<file path="config.mk">
export PLATFORM = sky130hd
export DESIGN_NAME = axi4lite_apb_bridge
export DESIGN_NICKNAME = d
export VERILOG_FILES = /design/src/rtl/amba_pkg.sv /design/src/rtl/axi_wr_capture.sv /design/src/rtl/axi4lite_apb_bridge.sv
export SDC_FILE = /design/constraint.sdc
export NUM_CORES = 1
export LEC_CHECK = 0
export ABC_AREA = 1
export CAP_MARGIN = 20
export CORE_MARGIN = 2
export CORE_UTILIZATION = 44
export DETAILED_ROUTE_END_ITERATION = 12
export PLACE_DENSITY = 0.77
export SLEW_MARGIN = 20
export SYNTH_ARGS = -nofsm -noshare
export SYNTH_HDL_FRONTEND = slang
export SYNTH_HIERARCHICAL = 1
export SYNTH_SLANG_ARGS = --single-unit
export TNS_END_PERCENT = 20
</file>
<file path="constraint.sdc">
create_clock -name clock -period 2.3 [get_ports clock]
set_input_delay 0.23 -clock clock [delete_from_list [all_inputs] [get_ports clock]]
set_output_delay 0.23 -clock clock [all_outputs]
set_load 0.01 [all_outputs]
</file>
<file path="src/rtl/amba_pkg.sv">
// Shared AMBA definitions for the AXI4-Lite to APB bridge: response codes
// and the bridge sequencing states.
package amba_pkg;

  localparam logic [1:0] RESP_OKAY   = 2'b00;
  localparam logic [1:0] RESP_SLVERR = 2'b10;

  typedef enum logic [1:0] {
    IDLE,
    SETUP,
    ACCESS,
    RESP
  } bridge_state_e;

endpackage

</file>
<file path="src/rtl/axi_wr_capture.sv">
// AW/W holding registers. Each channel is accepted independently and the pair
// is presented as one write once both halves are available (held or firing now).
module axi_wr_capture (
  input  logic        clock,
  input  logic        reset,
  input  logic        accept_en,
  input  logic        consume,
  input  logic        in_awvalid,
  output logic        in_awready,
  input  logic [31:0] in_awaddr,
  input  logic        in_wvalid,
  output logic        in_wready,
  input  logic [31:0] in_wdata,
  input  logic [3:0]  in_wstrb,
  output logic        wr_avail,
  output logic        half_held,
  output logic [31:0] wr_addr,
  output logic [31:0] wr_data,
  output logic [3:0]  wr_strb
);

  logic        aw_held_q, aw_held_d;
  logic        w_held_q, w_held_d;
  logic [31:0] addr_q, addr_d;
  logic [31:0] data_q, data_d;
  logic [3:0]  strb_q, strb_d;
  logic        aw_fire, w_fire;

  assign in_awready = accept_en && !aw_held_q;
  assign in_wready  = accept_en && !w_held_q;
  assign aw_fire    = in_awvalid && in_awready;
  assign w_fire     = in_wvalid && in_wready;

  // A half arriving this cycle bypasses its register so the grant is not delayed.
  assign wr_avail  = (aw_held_q || aw_fire) && (w_held_q || w_fire);
  assign half_held = aw_held_q || w_held_q;
  assign wr_addr   = aw_held_q ? addr_q : in_awaddr;
  assign wr_data   = w_held_q ? data_q : in_wdata;
  assign wr_strb   = w_held_q ? strb_q : in_wstrb;

  always_comb begin
    aw_held_d = aw_held_q;
    w_held_d  = w_held_q;
    addr_d    = addr_q;
    data_d    = data_q;
    strb_d    = strb_q;
    if (aw_fire) begin
      aw_held_d = 1'b1;
      addr_d    = in_awaddr;
    end
    if (w_fire) begin
      w_held_d = 1'b1;
      data_d   = in_wdata;
      strb_d   = in_wstrb;
    end
    if (consume) begin
      aw_held_d = 1'b0;
      w_held_d  = 1'b0;
    end
  end

  always_ff @(posedge clock or negedge reset) begin
    if (!reset) begin
      aw_held_q <= 1'b0;
      w_held_q  <= 1'b0;
      addr_q    <= '0;
      data_q    <= '0;
      strb_q    <= '0;
    end else begin
      aw_held_q <= aw_held_d;
      w_held_q  <= w_held_d;
      addr_q    <= addr_d;
      data_q    <= data_d;
      strb_q    <= strb_d;
    end
  end

endmodule

</file>
<file path="src/rtl/axi4lite_apb_bridge.sv">
// AXI4-Lite slave to APB master bridge: one transaction in flight, round-robin
// read/write arbitration and an optional ACCESS-phase timeout reported as SLVERR.
module axi4lite_apb_bridge
  import amba_pkg::*;
#(
  parameter int unsigned TIMEOUT = 0,
  parameter logic [2:0]  PPROT   = 3'b000
) (
  input  logic        clock,
  input  logic        reset,
  input  logic        in_awvalid,
  output logic        in_awready,
  input  logic [31:0] in_awaddr,
  input  logic        in_wvalid,
  output logic        in_wready,
  input  logic [31:0] in_wdata,
  input  logic [3:0]  in_wstrb,
  output logic        in_bvalid,
  input  logic        in_bready,
  output logic [1:0]  in_bresp,
  input  logic        in_arvalid,
  output logic        in_arready,
  input  logic [31:0] in_araddr,
  output logic        in_rvalid,
  input  logic        in_rready,
  output logic [31:0] in_rdata,
  output logic [1:0]  in_rresp,
  output logic [31:0] out_paddr,
  output logic        out_psel,
  output logic        out_penable,
  output logic [2:0]  out_pprot,
  output logic        out_pwrite,
  output logic [31:0] out_pwdata,
  output logic [3:0]  out_pstrb,
  input  logic        out_pready,
  input  logic [31:0] out_prdata,
  input  logic        out_pslverr
);

  bridge_state_e state_q, state_d;
  logic          run_q;
  logic          last_wr_q, last_wr_d;
  logic          is_write_q, is_write_d;
  logic [31:0]   paddr_q, paddr_d;
  logic [31:0]   pwdata_q, pwdata_d;
  logic [3:0]    pstrb_q, pstrb_d;
  logic [1:0]    resp_q, resp_d;
  logic [31:0]   rdata_q, rdata_d;
  logic [31:0]   cnt_q, cnt_d;

  logic          idle, apb_active, grant_wr, grant_rd;
  logic          wr_avail, half_held;
  logic [31:0]   wr_addr, wr_data;
  logic [3:0]    wr_strb;

  // run_q keeps every ready low while reset is asserted and for its release cycle.
  assign idle       = (state_q == IDLE) && run_q;
  assign apb_active = (state_q == SETUP) || (state_q == ACCESS);

  axi_wr_capture u_wr_capture (
    .clock      (clock),
    .reset      (reset),
    .accept_en  (idle),
    .consume    (grant_wr),
    .in_awvalid (in_awvalid),
    .in_awready (in_awready),
    .in_awaddr  (in_awaddr),
    .in_wvalid  (in_wvalid),
    .in_wready  (in_wready),
    .in_wdata   (in_wdata),
    .in_wstrb   (in_wstrb),
    .wr_avail   (wr_avail),
    .half_held  (half_held),
    .wr_addr    (wr_addr),
    .wr_data    (wr_data),
    .wr_strb    (wr_strb)
  );

  // A read loses only when a write is ready and the previous grant was a read.
  assign in_arready = idle && !half_held && !(wr_avail && !last_wr_q);
  assign grant_rd   = in_arvalid && in_arready;
  assign grant_wr   = idle && wr_avail && !grant_rd;

  always_comb begin
    state_d    = state_q;
    last_wr_d  = last_wr_q;
    is_write_d = is_write_q;
    paddr_d    = paddr_q;
    pwdata_d   = pwdata_q;
    pstrb_d    = pstrb_q;
    resp_d     = resp_q;
    rdata_d    = rdata_q;
    cnt_d      = cnt_q;
    case (state_q)
      IDLE: begin
        if (grant_wr) begin
          state_d    = SETUP;
          last_wr_d  = 1'b1;
          is_write_d = 1'b1;
          paddr_d    = wr_addr;
          pwdata_d   = wr_data;
          pstrb_d    = wr_strb;
        end else if (grant_rd) begin
          state_d    = SETUP;
          last_wr_d  = 1'b0;
          is_write_d = 1'b0;
          paddr_d    = in_araddr;
          pwdata_d   = '0;
          pstrb_d    = '0;
        end
      end
      SETUP: begin
        state_d = ACCESS;
        cnt_d   = '0;
      end
      ACCESS: begin
        if (out_pready) begin
          state_d = RESP;
          resp_d  = out_pslverr ? RESP_SLVERR : RESP_OKAY;
          rdata_d = (!is_write_q && !out_pslverr) ? out_prdata : 32'd0;
        end else if ((TIMEOUT != 0) && (cnt_q == TIMEOUT - 1)) begin
          state_d = RESP;
          resp_d  = RESP_SLVERR;
          rdata_d = '0;
          cnt_d   = '0;
        end else begin
          cnt_d = cnt_q + 32'd1;
        end
      end
      RESP: begin
        if (is_write_q ? in_bready : in_rready) begin
          state_d = IDLE;
        end
      end
      default: state_d = IDLE;
    endcase
  end

  always_ff @(posedge clock or negedge reset) begin
    if (!reset) begin
      state_q    <= IDLE;
      run_q      <= 1'b0;
      last_wr_q  <= 1'b0;
      is_write_q <= 1'b0;
      paddr_q    <= '0;
      pwdata_q   <= '0;
      pstrb_q    <= '0;
      resp_q     <= RESP_OKAY;
      rdata_q    <= '0;
      cnt_q      <= '0;
    end else begin
      state_q    <= state_d;
      run_q      <= 1'b1;
      last_wr_q  <= last_wr_d;
      is_write_q <= is_write_d;
      paddr_q    <= paddr_d;
      pwdata_q   <= pwdata_d;
      pstrb_q    <= pstrb_d;
      resp_q     <= resp_d;
      rdata_q    <= rdata_d;
      cnt_q      <= cnt_d;
    end
  end

  assign out_psel    = apb_active;
  assign out_penable = (state_q == ACCESS);
  assign out_pprot   = PPROT;
  assign out_pwrite  = apb_active && is_write_q;
  assign out_paddr   = apb_active ? paddr_q : 32'd0;
  assign out_pwdata  = apb_active ? pwdata_q : 32'd0;
  assign out_pstrb   = apb_active ? pstrb_q : 4'd0;
  assign in_bvalid   = (state_q == RESP) && is_write_q;
  assign in_rvalid   = (state_q == RESP) && !is_write_q;
  assign in_bresp    = in_bvalid ? resp_q : RESP_OKAY;
  assign in_rresp    = in_rvalid ? resp_q : RESP_OKAY;
  assign in_rdata    = in_rvalid ? rdata_q : 32'd0;

endmodule

</file>
==> results.py, run 1 <==
metrics = {
    "drt": {
        "drt-vias-per-instance": 4.89,
        "wl_per_cell_um": 14.9,
        "wl_mm": 27.3,
        "drt_iter0_drc": 644,
        "ant_nets": 0,
        "dr.pass1.iters": 5,
        "drcViolationCount": 0,
        "vias": 8980,
    },
    "floorplan": {
        "io_pins": 256,
        "row_count": 53,
        "fp.dieH_um": 150,
        "die_area_mm2": 0.0224,
        "die_w_um": 150,
        "initial_core_util_pct": 44.6,
        "core_area_mm2": 0.0210,
    },
    "logic_synthesis": {
        "synth_cells": 1334,
        "synth_top_area_share_pct": 46.8,
        "synth_seq_cells": 175,
        "synth_top_flop_cell": "dfrtp_1",
        "synth.distinct_cells": 23,
        "async_flop_share_pct": 100,
        "ys_top_cells_by_count": "nand2_1, dfrtp_1, inv_1, nand3_1, nand4_1",
        "syn_area_mm2": 0.00935,
        "synth_edf_count": 0,
        "ys_top_cells_by_area": "dfrtp_1, nand2_1, inv_1",
        "yosysMostFrequentCell": "nand2_1",
        "yosys.area.top_type": "dfrtp_1",
        "avgSynthCellArea_um2": 7.01,
        "yosysWarningCount": 6,
        "ys_seq_area_share_pct": 46.8,
    },
    "grt": {
        "grt_max_degree": 66,
        "first_global_vias": 8460,
        "grt_util_all_layers_pct": 24.3,
        "grt_pass1_wl_mm": 42.8,
        "grt_antenna_before_repair": 1,
        "grt_overflow": 0,
    },
    "final_layout": {
        "layout.nets": 1695,
        "drive_gt1_share_pct": 5.50,
        "area_delta_synth_final_pct": 37.1,
        "post-route-cell-area_mm2": 0.0128,
        "n_antenna_cell": 0,
        "instances_no_fill": 1838,
    },
    "sta": {
        "finalWorstSetupSlack_ns": -0.0545,
        "finalSetupViolCount": 1,
        "finalCritPeriodShare_pct": 102,
        "max_freq_ghz": 0.425,
        "slew_headroom_pct": 58.2,
        "worst-slew-pin-transition_ns": 0.627,
        "rsz0062_at_grt": "yes",
        "fin_skew_ns": 0.0118,
        "slew_viol_final": 0,
        "post-route-min-period_ns": 2.35,
        "final_hold_viol_count": 0,
    },
    "placed_design": {
        "place_area_mm2": 0.0120,
        "dp_cells": 1803,
        "hpwlAfterDp_mm": 18.8,
        "port-buffer-count": 250,
        "pre_cts_ws_ns": 0.0715,
        "place_congestion": 0.875,
    },
    "setup_path": {
        "max_stage_delay_ns": 0.41,
        "worstPathArrival_ns": 2.12,
        "crit_required_ns": 2.07,
        "path_max_fanout": 5,
        "critPathSlowestCell": "dfrtp_1",
        "cp-end-kind": "output port",
        "critical_path.startpoint_type": "register",
        "crit_family": "simple AND/OR/NAND/NOR gates",
        "crit_type": "register to output port",
        "cpMostUsedCell": "nand2_1",
        "cp_cell_sequence": "inv_2 -> ha_4 -> nand2_1 -> inv_2 -> a21oi_1 -> nor2_1 -> nand2_1 -> nand2_1 -> nor2_1 -> clkdlybuf4s15_2",
        "crit_buf_inv": 3,
    },
    "cts": {
        "path_clk_slew_ns": 0.07,
        "cts_max_level": 4,
        "cts.sinks": 175,
        "cts_made_buffers": 17,
        "cts_tree": "done",
        "cts_buffer_depth": 2,
        "clkLatencyLatePin_ns": 0.43,
        "root_buffer": "clkbuf_16",
    },
    "power": {
        "irDropWorstVdd_uv": 807,
        "power_density_mw_per_mm2": 1210,
        "p_leak_nw": 8.27,
    },
    "job": {
        "max_cap_viol_count": 0,
    },
    "status": {
        "violations": "negative setup slack",
        "outcome": "complete, but fails checks",
    },
    "min_path": {
        "worstHoldPathType": "primary input to async pin",
    },
}
-- worst paths after layout --
kind                                               from                      end  slack (ns)  depth (start not counted)
worst max-delay path                         state_q[0]               in_arready       -0.05                         10
worst min-delay path                              reset              rdata_q[24]        0.36                          2
worst max register to register               state_q[0]              paddr_q[14]        0.15                         13
worst min register to register  u_wr_capture/addr_q[28]  u_wr_capture/addr_q[28]        0.47                          2
max in group asynchronous                         reset              paddr_q[15]        1.10                          3
min in group clock                        out_prdata[8]               rdata_q[8]        0.38                          3
-- worst register-to-register path, cell delays in order, from the launching register on --
cell and delay, ns:
dfrtp_1 0.41, inv_2 0.11, ha_4 0.14, nand2_1 0.07, inv_2 0.13, a21oi_1 0.10, nor2_1 0.22, nand2_1 0.15
nand3_4 0.14, nand2_2 0.08, inv_2 0.08, buf_4 0.28, nand2_1 0.11, nand2_1 0.08
-- power by group --
part           internal, mW  switching [mW]
clock                  1.58            1.27
combinational          2.89            4.49
sequential             4.51           0.721
-- timing repair --
action / CTS / global route
setup endpoints to repair: 71 / 74
gates cloned: 1 / 0
endpoints found under the hold margin: 56 / 0
hold buffers: 1 / 0
setup buffers: 1 / 0
gates resized for setup: 41 / 75
pin swaps: 1 / 0
-- per-stage QoR --
stage                     setup TNS (ns)  util (%)  power [mW]  hold slack, ns
final                            -0.0545      61.2        15.5           0.363
after CTS                        -0.0334      60.2        15.6           0.370
after global placement                 0      57.3        12.5           0.271
after floorplan                        0         -        9.74         -0.0656
after global routing              -0.110      61.2        16.8           0.395
after detailed placement               0      57.3        12.7           0.272
-- area by class of cell --
| class | count | area, um^2 |
|---|---|---|
| fill | 1879 | 8140 |
| sequential | 175 | 4380 |
| multi-input combinational | 890 | 3780 |
| timing repair buffer | 285 | 3050 |
| inverter | 181 | 682 |
| clock buffer | 20 | 457 |
| tap | 275 | 344 |
| clock inverter | 12 | 126 |
-- registers in the layout, indices dropped and copies added (netlist names) --
register                count
u_wr_capture/strb_q         4
u_wr_capture/data_q        32
pwdata_q                   32
u_wr_capture/aw_held_q      1
is_write_q                  1
state_q                     2
rdata_q                    32
run_q                       1
pstrb_q                     4
u_wr_capture/addr_q        32
u_wr_capture/w_held_q       1
paddr_q                    32
resp_q                      1
-- layout by cell type (no fill, tap or decap), types with 2 or more instances in the layout --
master and count:
nand2_1 625, dfrtp_1 175, inv_1 172, clkdlybuf4s50_1 144, nand3_1 99, dlymetal6s2s_1 72
nand4_1 68, nor2_1 43, o21ai_0 33, dlygate4sd2_1 32, buf_4 23, clkbuf_16 17
buf_12 9, inv_2 8, conb_1 6, inv_6 4, clkinv_4 4, nand2_2 3
ha_1 3, nand3_4 2, a21oi_1 2, clkinvlp_4 2, clkbuf_8 2, buf_6 2
-- cell families (layout without fill, tap and decap cells) --
group,Yosys count,in the layout,synth area share [%]
other,2,6,0.0803
adder cells (fa/ha/maj),4,4,0.535
AND/OR/NAND/NOR,843,843,37.4
flip-flops,175,175,46.8
buffers and inverters,273,498,13.1
AO/OA/AOI/OAI,37,37,1.99
-- metal layers --
metal	GRT usage, %	up-vias	share of wire (%)
met5	0	-	0.048
met4	9.91	2	3.0
met3	3.93	42	7.5
met2	39.2	319	47
met1	32.7	4149	42
li1	-	4468	-
Power figures use the tool's default switching activity.
==> run 2, diff against run 1 <==
--- a/config.mk
+++ b/config.mk
@@ -13,2 +13,3 @@
 export PLACE_DENSITY = 0.77
+export REMOVE_ABC_BUFFERS = 1
 export SLEW_MARGIN = 20
--- a/constraint.sdc
+++ b/constraint.sdc
@@ -3,2 +3,2 @@
 set_output_delay 0.23 -clock clock [all_outputs]
-set_load 0.01 [all_outputs]
+set_load 0.1 [all_outputs]
==> results.py, run 2 (synthesis gave the netlist of run 1 again) <==
metrics = {
    "status": {
        "outcome": "complete, no violations",
    },
    "sta": {
        "final_hold_viol_count": 0,
        "slew_headroom_pct": 56.9,
        "worst-slew-pin-transition_ns": 0.646,
        "post-route-min-period_ns": 2.24,
        "finalSetupViolCount": 0,
        "rsz0062_at_grt": "yes",
        "fin_tns_setup_ns": 0,
        "fin_skew_ns": 0.0101,
        "slew_viol_final": 0,
        "max_freq_ghz": 0.447,
        "finalCritPeriodShare_pct": 97.3,
    },
    "placed_design": {
        "hpwlAfterDp_mm": 18.4,
        "port-buffer-count": 250,
        "place_congestion": 0.810,
        "dp_cells": 1802,
    },
    "min_path": {
        "hold_depth": 3,
        "hold_start": "out_prdata[19]",
        "hold_end": "rdata_q[19]",
        "worstHoldPathType": "primary input to register",
    },
    "final_layout": {
        "instances_no_fill": 1836,
        "fin_util_pct": 65.3,
        "multi_input_area_mm2": 0.00378,
        "n_antenna_cell": 0,
        "final_cell_mix": "nand2_1, dfrtp_1, inv_1",
        "drive_gt1_share_pct": 13.0,
        "layout_commonest_cell": "nand2_1",
        "area_delta_synth_final_pct": 46.3,
        "seqCellArea_mm2": 0.00438,
        "nFillCells": 1778,
        "layout.nets": 1693,
    },
    "drt": {
        "drt_iter0_drc": 662,
        "wl_mm": 27.7,
        "dr.pass1.iters": 6,
        "vias": 9213,
        "ant_nets": 0,
        "wl_per_cell_um": 15.1,
        "drcViolationCount": 0,
        "drt-vias-per-instance": 5.02,
    },
    "setup_path": {
        "max_stage_delay_ns": 0.37,
        "critical_path.startpoint_type": "register",
        "ff2ff_path_depth": 10,
        "crit_type": "register to output port",
        "cpMostUsedCell": "nand2_1",
        "cp_cell_sequence": "inv_1 -> ha_2 -> nand2_1 -> inv_2 -> a21oi_2 -> nor2_1 -> nand2_1 -> nand2_1 -> nor2_4 -> buf_12",
        "critPathSlowestCell": "dfrtp_1",
        "worstPathArrival_ns": 2.01,
        "cp-end-kind": "output port",
        "r2r_setup_slack_ns": 0.19,
        "path_max_fanout": 5,
        "rr_endpoint": "paddr_q[12]",
        "crit_required_ns": 2.07,
        "r2r_start": "state_q[0]",
    },
    "grt": {
        "grt_overflow": 0,
        "grt_util_all_layers_pct": 25.0,
        "first_global_vias": 9021,
        "grt_max_degree": 72,
        "grt_antenna_before_repair": 1,
        "grt_pass1_wl_mm": 44.5,
    },
    "job": {
        "max_cap_viol_count": 0,
    },
    "cts": {
        "clkLatencyLatePin_ns": 0.43,
        "root_buffer": "clkbuf_16",
        "cts_tree": "done",
        "path_clk_slew_ns": 0.07,
        "cts.sinks": 175,
        "cts_buffer_depth": 2,
        "cts_max_level": 4,
        "cts_made_buffers": 17,
    },
    "floorplan": {
        "core_area_mm2": 0.0210,
        "row_count": 53,
        "fp.dieH_um": 150,
        "die_w_um": 150,
        "io_pins": 256,
        "die_area_mm2": 0.0224,
        "initial_core_util_pct": 44.6,
    },
    "power": {
        "irDropWorstVdd_uv": 1160,
        "p_leak_nw": 7.37,
        "power_density_mw_per_mm2": 1620,
    },
}
-- run 2: cell count changes in the layout (fill, tap and decap cells not counted), sizes merged, moves of 2 or more --
cell,delta
buf,+107
dlymetal6s2s,-72
dlygate4sd2,-32
clkdlybuf4s50,-5
inv,+3
clkinv,-2
-- run 2: timing repair --
action	in CTS	in global routing
endpoints found under the hold margin	67	0
gates resized for setup	3	13
hold buffers	1	0
buffers inserted	1	0
gates cloned	0	0
setup endpoints to repair	2	83
-- run 2: through the flow --
stage               setup WS [ns]  instance area, um^2  total power, mW  hold WS, ns
floorplan                  -0.985                 8820             13.0      -0.0656
finish                     0.0614                13700             22.1        0.383
global route              -0.0844                13700             23.4        0.382
CTS                     0.0000959                13700             22.1        0.372
detailed placement          0.119                13100             19.2        0.294
global placement            0.217                13100             18.9        0.292
-- run 2: power breakdown --
part	switching [mW]	internal [mW]	total, mW
Clock	1.34	1.53	2.87
Sequential	0.749	4.51	5.26
Combinational	9.54	4.46	14.0
-- run 2: worst max path at each step --
stage | from | end | depth (start not counted) | slack (ns)
after floorplan | state_q[0] | paddr_q[0] | 12 | -0.99
after global placement | in_awvalid | paddr_q[16] | 9 | 0.22
after detailed placement | state_q[1] | paddr_q[28] | 12 | 0.12
after CTS | state_q[0] | in_arready | 10 | 0.0001
after global routing | state_q[0] | in_arready | 10 | -0.08
final | state_q[0] | in_arready | 10 | 0.06
-- run 2: critical path, delay by kind of cell (launching register included) --
family                     cells  cell delay, ns
DFF                            1            0.37
and+or+nand+nor                5            0.52
AOI/OAI and AO/OA              1            0.15
adders and majority gates      1            0.20
buffers and inverters          3            0.35
-- run 2: routing by layer --
metal / part of all wire [%] / vias up / track usage, % / routed length, um
met5: 0.047 / - / 0 / 13
met3: 7.5 / 60 / 5.09 / 2080
met1: 40 / 4338 / 31.0 / 11000
met2: 50 / 351 / 42.5 / 13800
met4: 3.2 / 2 / 11.0 / 877
li1: - / 4462 / - / -
-- run 2: layout make-up --
| class | instances | share of cell area (%) |
|---|---|---|
| Sequential cell | 175 | 32.0 |
| Timing Repair Buffer | 283 | 28.6 |
| Multi-Input combinational cell | 890 | 27.7 |
| Inverter | 181 | 4.98 |
| Clock buffer | 18 | 3.14 |
| Tap cell | 275 | 2.52 |
| Clock inverter | 14 | 1.08 |
